==> config.mk <==
export PLATFORM = sky130hd
export DESIGN_NAME = addsub_arbiter
export DESIGN_NICKNAME = d
export VERILOG_FILES = /design/src/rtl/addsub_arbiter.sv
export SDC_FILE = /design/constraint.sdc
export NUM_CORES = 1
export LEC_CHECK = 0
export CORE_MARGIN = 2
export CORE_UTILIZATION = 40
export CTS_CLUSTER_DIAMETER = 200
export CTS_CLUSTER_SIZE = 8
export DETAILED_ROUTE_END_ITERATION = 8
export GPL_ROUTABILITY_DRIVEN = 0
export PLACE_DENSITY_LB_ADDON = 0.1
export SYNTH_ARGS = -nofsm -noshare
export SYNTH_HDL_FRONTEND = slang
export SYNTH_SLANG_ARGS = --single-unit
==> constraint.sdc <==
create_clock -name clk -period 16 [get_ports clk]
set_clock_uncertainty 0.2 [all_clocks]
set_input_delay 3.2 -clock clk [delete_from_list [all_inputs] [get_ports clk]]
set_output_delay 3.2 -clock clk [all_outputs]
set_load 0.01 [all_outputs]
==> src/rtl/addsub_arbiter.sv <==
// Two-requester round-robin front end for one shared N-bit ripple-carry add/subtract chain.
// Optional ADDSUB_ABS_EN adds a registered absolute-difference output; otherwise res_abs_o mirrors res_s_o.
module addsub_arbiter #(
    parameter int N = 32
) (
    input  logic         clk,
    input  logic         rst,
    input  logic         req0_valid_i,
    output logic         req0_ready_o,
    input  logic [N-1:0] req0_a_i,
    input  logic [N-1:0] req0_b_i,
    input  logic         req0_op_i,
    input  logic         req1_valid_i,
    output logic         req1_ready_o,
    input  logic [N-1:0] req1_a_i,
    input  logic [N-1:0] req1_b_i,
    input  logic         req1_op_i,
    output logic         res_valid_o,
    input  logic         res_ready_i,
    output logic         res_id_o,
    output logic [N-1:0] res_s_o,
    output logic         res_cout_o,
    output logic [N-1:0] res_abs_o,
    output logic         busy_o
);

    localparam logic [1:0] S_IDLE = 2'd0;
    localparam logic [1:0] S_EXEC = 2'd1;
    localparam logic [1:0] S_HOLD = 2'd2;

    logic [1:0]   state_q, state_d;
    logic         ptr_q, ptr_d;
    logic [N-1:0] a_q, b_q;
    logic         op_q, id_q;
    logic [N-1:0] res_s_q;
    logic         res_cout_q, res_id_q;
    logic         grant_id, accept, idle_ok;
    logic [N-1:0] b_eff, sum;
    logic [N:0]   carry;

    // Ready is gated by rst so both readies read 0 while reset is held.
    assign grant_id     = (req0_valid_i && req1_valid_i) ? ~ptr_q : req1_valid_i;
    assign idle_ok      = (state_q == S_IDLE) && !rst;
    assign req0_ready_o = idle_ok && req0_valid_i && !grant_id;
    assign req1_ready_o = idle_ok && req1_valid_i && grant_id;
    assign accept       = req0_ready_o || req1_ready_o;

    always_comb begin
        state_d = state_q;
        ptr_d   = ptr_q;
        case (state_q)
            S_IDLE: begin
                if (accept) begin
                    state_d = S_EXEC;
                    ptr_d   = grant_id;
                end
            end
            S_EXEC:  state_d = S_HOLD;
            S_HOLD:  if (res_ready_i) state_d = S_IDLE;
            default: state_d = S_IDLE;
        endcase
    end

    // Explicit full-adder chain; subtract is a + ~b + 1.
    always_comb begin
        b_eff    = op_q ? ~b_q : b_q;
        carry    = '0;
        sum      = '0;
        carry[0] = op_q;
        for (int i = 0; i < N; i++) begin
            sum[i]       = a_q[i] ^ b_eff[i] ^ carry[i];
            carry[i + 1] = (a_q[i] & b_eff[i]) | (carry[i] & (a_q[i] ^ b_eff[i]));
        end
    end

    always_ff @(posedge clk or posedge rst) begin
        if (rst) begin
            state_q    <= S_IDLE;
            ptr_q      <= 1'b1;
            a_q        <= '0;
            b_q        <= '0;
            op_q       <= 1'b0;
            id_q       <= 1'b0;
            res_s_q    <= '0;
            res_cout_q <= 1'b0;
            res_id_q   <= 1'b0;
        end else begin
            state_q <= state_d;
            ptr_q   <= ptr_d;
            if (accept) begin
                a_q  <= grant_id ? req1_a_i : req0_a_i;
                b_q  <= grant_id ? req1_b_i : req0_b_i;
                op_q <= grant_id ? req1_op_i : req0_op_i;
                id_q <= grant_id;
            end
            if (state_q == S_EXEC) begin
                res_s_q    <= sum;
                res_cout_q <= carry[N];
                res_id_q   <= id_q;
            end
        end
    end

`ifdef ADDSUB_ABS_EN
    logic [N-1:0] abs_d, res_abs_q;

    // A borrow on subtract means the result is negative; negate for magnitude.
    assign abs_d = (op_q && !carry[N]) ? (~sum + 1'b1) : sum;

    always_ff @(posedge clk or posedge rst) begin
        if (rst) begin
            res_abs_q <= '0;
        end else if (state_q == S_EXEC) begin
            res_abs_q <= abs_d;
        end
    end

    assign res_abs_o = res_abs_q;
`else
    assign res_abs_o = res_s_q;
`endif

    assign res_valid_o = (state_q == S_HOLD);
    assign busy_o      = (state_q != S_IDLE);
    assign res_s_o     = res_s_q;
    assign res_cout_o  = res_cout_q;
    assign res_id_o    = res_id_q;

endmodule

* Word level (Yosys, flattened, before mapping)
Index checks and enable logic that the tools add are counted.
Word-level totals: word-level logic and storage cells 196, flip-flop bits (word level) 103, input bits 135
Cells by class: reductions and logical operators 13, bitwise logic cells 162, equality and inequality tests 4, mux-type cells 8
Operator list (number):
- $mux W32 | 3
- $and A1 B1 Y1 | 64
- $xor A1 B1 Y1 | 64
- $not A32 Y32 | 1
- $or A1 B1 Y1 | 32
- $logic_and A1 B1 Y1 | 6
- $pmux W2 S3 | 1
- $mux W2 | 2
- $reduce_and A2 Y1 | 2
- $eq A2 B1 Y1 const B | 1
- $eq A2 B2 Y1 const B | 1
- $logic_not A1 Y1 | 2
- $logic_not A2 Y1 | 1
- $mux W1 | 2
- $ne A2 B1 Y1 const B | 1
- $ne A2 B2 Y1 const B | 1
- $reduce_bool A2 Y1 | 1
- $logic_or A1 B1 Y1 | 1
- $not A1 Y1 | 1

* Depth between registers and ports, before layout
depth in word-level cells 67, depth in mapped cells 38

* Least setup slack after synthesis
No wires, ideal clock.
kind reg2reg, start register op_q, end register res_s_q[31], in the netlist res_abs_o[31], cell stages (with the launch flop) 39, slack 1688 ps, arrival time 13988 ps, cell sequence dfrtp_1 clkbuf_1 buf_2 mux2i_1 fa_1 fa_1 fa_1 fa_1 fa_1 fa_1 fa_1 fa_1 fa_1 fa_1 fa_1 inv_1 fa_1 inv_1 (+3 left out) fa_1 fa_1 fa_1 fa_1 fa_1 fa_1 fa_1 fa_1 fa_1 fa_1 fa_1 fa_1 fa_1 fa_1 fa_1 inv_1 fa_1 mux2_2
Between the ends: longest elaborated chain between the ends 65
RTL lines:
- from (decl) | line 34 | logic op_q, id_q;
- from (signal assigned) | line 93 | op_q <= grant_id ? req1_op_i : req0_op_i;
- $mux W32 | line 66 | b_eff = op_q ? ~b_q : b_q;
- $xor A1 B1 Y1 | line 72 | carry[i + 1] = (a_q[i] & b_eff[i]) | (carry[i] & (a_q[i] ^ b_eff[i]));
- $and A1 B1 Y1 | line 72
- $or A1 B1 Y1 | line 72
- $and A1 B1 Y1 | line 72
- $or A1 B1 Y1 | line 72
- $and A1 B1 Y1 | line 72
- $or A1 B1 Y1 | line 72
- (+50 left out)
- $and A1 B1 Y1 | line 72
- $or A1 B1 Y1 | line 72
- $and A1 B1 Y1 | line 72
- $or A1 B1 Y1 | line 72
- $and A1 B1 Y1 | line 72
- $or A1 B1 Y1 | line 72
- $xor A1 B1 Y1 (*) | line 71 | sum[i] = a_q[i] ^ b_eff[i] ^ carry[i];
- via sum[31] | line 38 | logic [N-1:0] b_eff, sum;
- to (signal assigned) | line 97 | res_s_q <= sum;
- to (decl) | line 35 | logic [N-1:0] res_s_q;
Mark *: on every way through the listed nets, which the timed path passes. The rest lies on a longest branch. A chain may end at the register's enable or synchronous reset.

* Worst setup path in the final report
start register b_q[0], end register res_s_q[31], in the netlist res_abs_o[31]
Between the ends: longest elaborated chain between the ends 66
RTL lines:
- from (decl) | line 33 | logic [N-1:0] a_q, b_q;
- from (signal assigned) | line 92 | b_q <= grant_id ? req1_b_i : req0_b_i;
- $not A32 Y32 | line 66
- $mux W32 (*) | line 66
- $xor A1 B1 Y1 | line 72
- $and A1 B1 Y1 | line 72
- $or A1 B1 Y1 (*) | line 72
- $and A1 B1 Y1 (*) | line 72
- $or A1 B1 Y1 (*) | line 72
- $and A1 B1 Y1 (*) | line 72
- (+51 left out)
- $and A1 B1 Y1 (*) | line 72
- $or A1 B1 Y1 (*) | line 72
- $and A1 B1 Y1 (*) | line 72
- $or A1 B1 Y1 (*) | line 72
- $and A1 B1 Y1 (*) | line 72
- $or A1 B1 Y1 (*) | line 72
- $xor A1 B1 Y1 (*) | line 71
- via sum[31] | line 38
Marks and branches as above.

==> metrics.md <==
| Metric | Value |
|---|---|
| Status | finished clean |
| Io pins | 205 |
| Largest family of logic cells by synthesized area | compound AO/OA/AOI/OAI gates |
| Clk slew on worst S/H paths | 0.06 ns |
| Core area | 13900 um2 |
| Syn Nets | 656 |
| Final Instance Area | 7840 um2 |
| Worst hold path type | flop to flop |
| Area fraction in compound gates after synthesis | 24.3% |
| Worst R2R End | res_abs_o[31] |
| Worst slew margin | 38.0% |
| Total negative slack | 0 ns |
| Cts hold-fix bufs | 0 |
| Drt total wl | 14500 um |
| Worst path max stage delay | 0.45 ns |
| Vias in the first global route | 4493 |
| Placed Cells | 804 |
| Hold Path Stages | 2 |
| Synth cell types | 30 |
| Number of synthesized flops with an enable pin | 0 |
| Worst-skew pair later-pin latency | 0.34 ns |
| Max cap viols | 0 |
| Fill cells | 1185 |
| Commonest non-fill, non-tap cell in the layout | clkdlybuf4s50_1 |
| Worst EP required | 16.03 ns |
| Final Cycle Share | 90.4% |
| Via density | 5.25 |
| Clock buffer depth | 2 |
| Largest net degree at the start of global routing | 75 |
| Adder-cell share of the synthesized area | 10.9% |
| First-pass GRT wire length | 22700 um |
| Share of layout cells above drive strength 1 | 6.72% |
| CTS sink count | 103 |
| DRC Markers | 0 |
| Nets | 801 |
| Root buf cell | clkbuf_16 |
| Post-CTS Resized | 0 |
| CP max FO | 3 |
| IO Port Bufs | 204 |
| CTS tree | yes |
| DR WL/cell | 17.7 um |
| Most used cell, CP | fa_1 |
| Final Non-Filler Cells | 820 |
| Ys flop type | dfrtp_1 |
| Register bit total from synthesis | 103 |
| Final HPWL DP | 9780 um |
| Post-CTS Setup Bufs | 0 |
| Hold_sp | res_abs_o[9] |
| Cts bufs inserted | 9 |
| Seq/Total Area, Yosys | 45.2% |
| R2R Path Start | b_q[0] |
| Drt first pass iters | 4 |
| Min Tclk post-route | 14.46 ns |
| Total track usage | 19.6% |
| Crit start category | flop |
| Leakage | 3.15 nW |
| Gr ovfl total | 0 |
| Worst-case reg-to-reg path depth | 36 |
| Worst path arrival time | 14.49 ns |
| Worst setup startpoint | b_q[0] |
| Via count | 4305 |
| R2r setup slk | 1.54 ns |
| Synthesized area per cell | 11.6 um2 |
| Die width | 123 um |
| Synthesized area | 5700 um2 |
| Multiplexer share of the synthesized area | 0.966% |
| Slowest library cell on the worst path | fa_1 |
| Synth-to-Final Area Change | 37.5% |
| Full die area | 15200 um2 |
| Max VDD drop | 0.0000784 V |
| Final core occ | 56.4% |
| Post-Synth Simple-Gate Area | 3.23% |
| Final Slew Violations | 0 |
| Antenna cells | 0 |
| Final hold violations | 0 |
| CP endpoint kind | flop |
| Power Dens Cells | 191 nW/um2 |
| Commonest non-fill, non-tap cells in the layout | 204 x clkdlybuf4s50_1, 101 x dfrtp_1, 65 x o32ai_1 |
| Final setup viols | 0 |
| Post-Synth XOR/XNOR Area | 4.92% |
| Worst slew pin tran | 0.930 ns |
| DRT iter0 DRCs | 234 |
| Worst-case hold path end point | res_abs_o[9] |
| DP Area | 7580 um2 |
| RSZ-0062 raised after global routing | false |
| Die Span Y | 123 um |
| Synth async-reset ratio | 100% |
| Fmax | 69.2 MHz |
| Initial Utilization | 41.1% |
| Yosys warnings | 0 |
| H-tree levels | 3 |
| DRT antenna net count | 0 |
| Initial antenna violation count | 0 |
| Row count | 43 |
| Cells after Synth | 490 |
| Critical path class | flop to flop |
[layer usage]
| layer | vias up | track usage, % | wire, um |
|---|---|---|---|
| met2 | 123 | 34.0 | 7420 |
| met1 | 2133 | 24.1 | 6090 |
| li1 | 2038 | - | - |
| met3 | 11 | 5.58 | 820 |
| met4 | 0 | 4.69 | 155 |
| met5 | - | 0 | 0 |
[report_power, final]
group / total (W) / internal, W / switching, W
combinational: 0.000827 / 0.000447 / 0.000380
sequential: 0.000474 / 0.000383 / 0.0000911
clock: 0.000195 / 0.000106 / 0.0000896
total: 0.00150 / 0.000936 / 0.000561
[final cells by class]
type	instances	area, um2	area share, %
clock buffer	15	248	3.16
sequential	103	2580	32.9
timing repair buffer	212	2100	26.8
multi-input combinational	274	2540	32.4
tap	180	225	2.87
inverter	35	134	1.71
clock inverter	1	5.00	0.0639
[cell families after synthesis]
kind of cell,count (synthesis)
compound gates,165
buf+inv,113
flops,103
simple gates,41
xor+xnor,32
fa+ha+maj,31
mux,5
[cells in the mapped netlist, types with 2 or more instances]
| master | instances | share of area, % |
|---|---|---|
| nand2_1 | 30 | 2.0 |
| o32ai_1 | 65 | 10 |
| nor3_1 | 2 | 0.18 |
| mux2_2 | 4 | 0.79 |
| xnor2_1 | 30 | 4.6 |
| buf_4 | 32 | 4.2 |
| a2bb2oi_1 | 55 | 8.5 |
| xor2_1 | 2 | 0.31 |
| dfrtp_1 | 102 | 45 |
| inv_1 | 35 | 2.3 |
| fa_1 | 31 | 11 |
| buf_1 | 10 | 0.66 |
| buf_6 | 5 | 0.99 |
| a2bb2oi_2 | 10 | 2.6 |
| clkbuf_1 | 21 | 1.4 |
| nand2b_1 | 2 | 0.22 |
| buf_2 | 10 | 0.88 |
| nor2_1 | 2 | 0.13 |
| o21ai_0 | 31 | 2.7 |
[critical path: cells and delay by family (launching register included)]
family	cells	cell delay (ns)
mux	2	0.41
flops	1	0.41
buf+inv	3	0.24
fa+ha+maj	31	13.08
[how the worst max path moves through the flow]
stage          slack (ns)             to
2_1_floorplan        1.69  res_abs_o[31]
3_3_place_gp         1.63  res_abs_o[31]
6_report             1.54  res_abs_o[31]
5_1_grt              0.91  res_abs_o[31]
4_1_cts              1.36  res_abs_o[31]
3_5_place_dp         1.39  res_abs_o[31]
[sequential cells by signal, indices dropped and copies added (netlist names)]
| name | count |
|---|---|
| ptr_q | 1 |
| id_q | 1 |
| op_q | 1 |
| res_abs_o | 32 |
| a_q | 32 |
| res_id_o | 1 |
| res_cout_o | 1 |
| state_q | 2 |
| b_q | 32 |
[per-stage QoR]
stage / hold WS (ns) / setup slack, ns / power [W]
floorplan: 0.272 / 1.69 / 0.00103
global placement: 0.287 / 1.63 / 0.00129
detailed placement: 0.302 / 1.39 / 0.00133
CTS: 0.319 / 1.36 / 0.00153
global route: 0.341 / 0.907 / 0.00165
finish: 0.311 / 1.54 / 0.00150
Power figures use the tool's default switching activity.
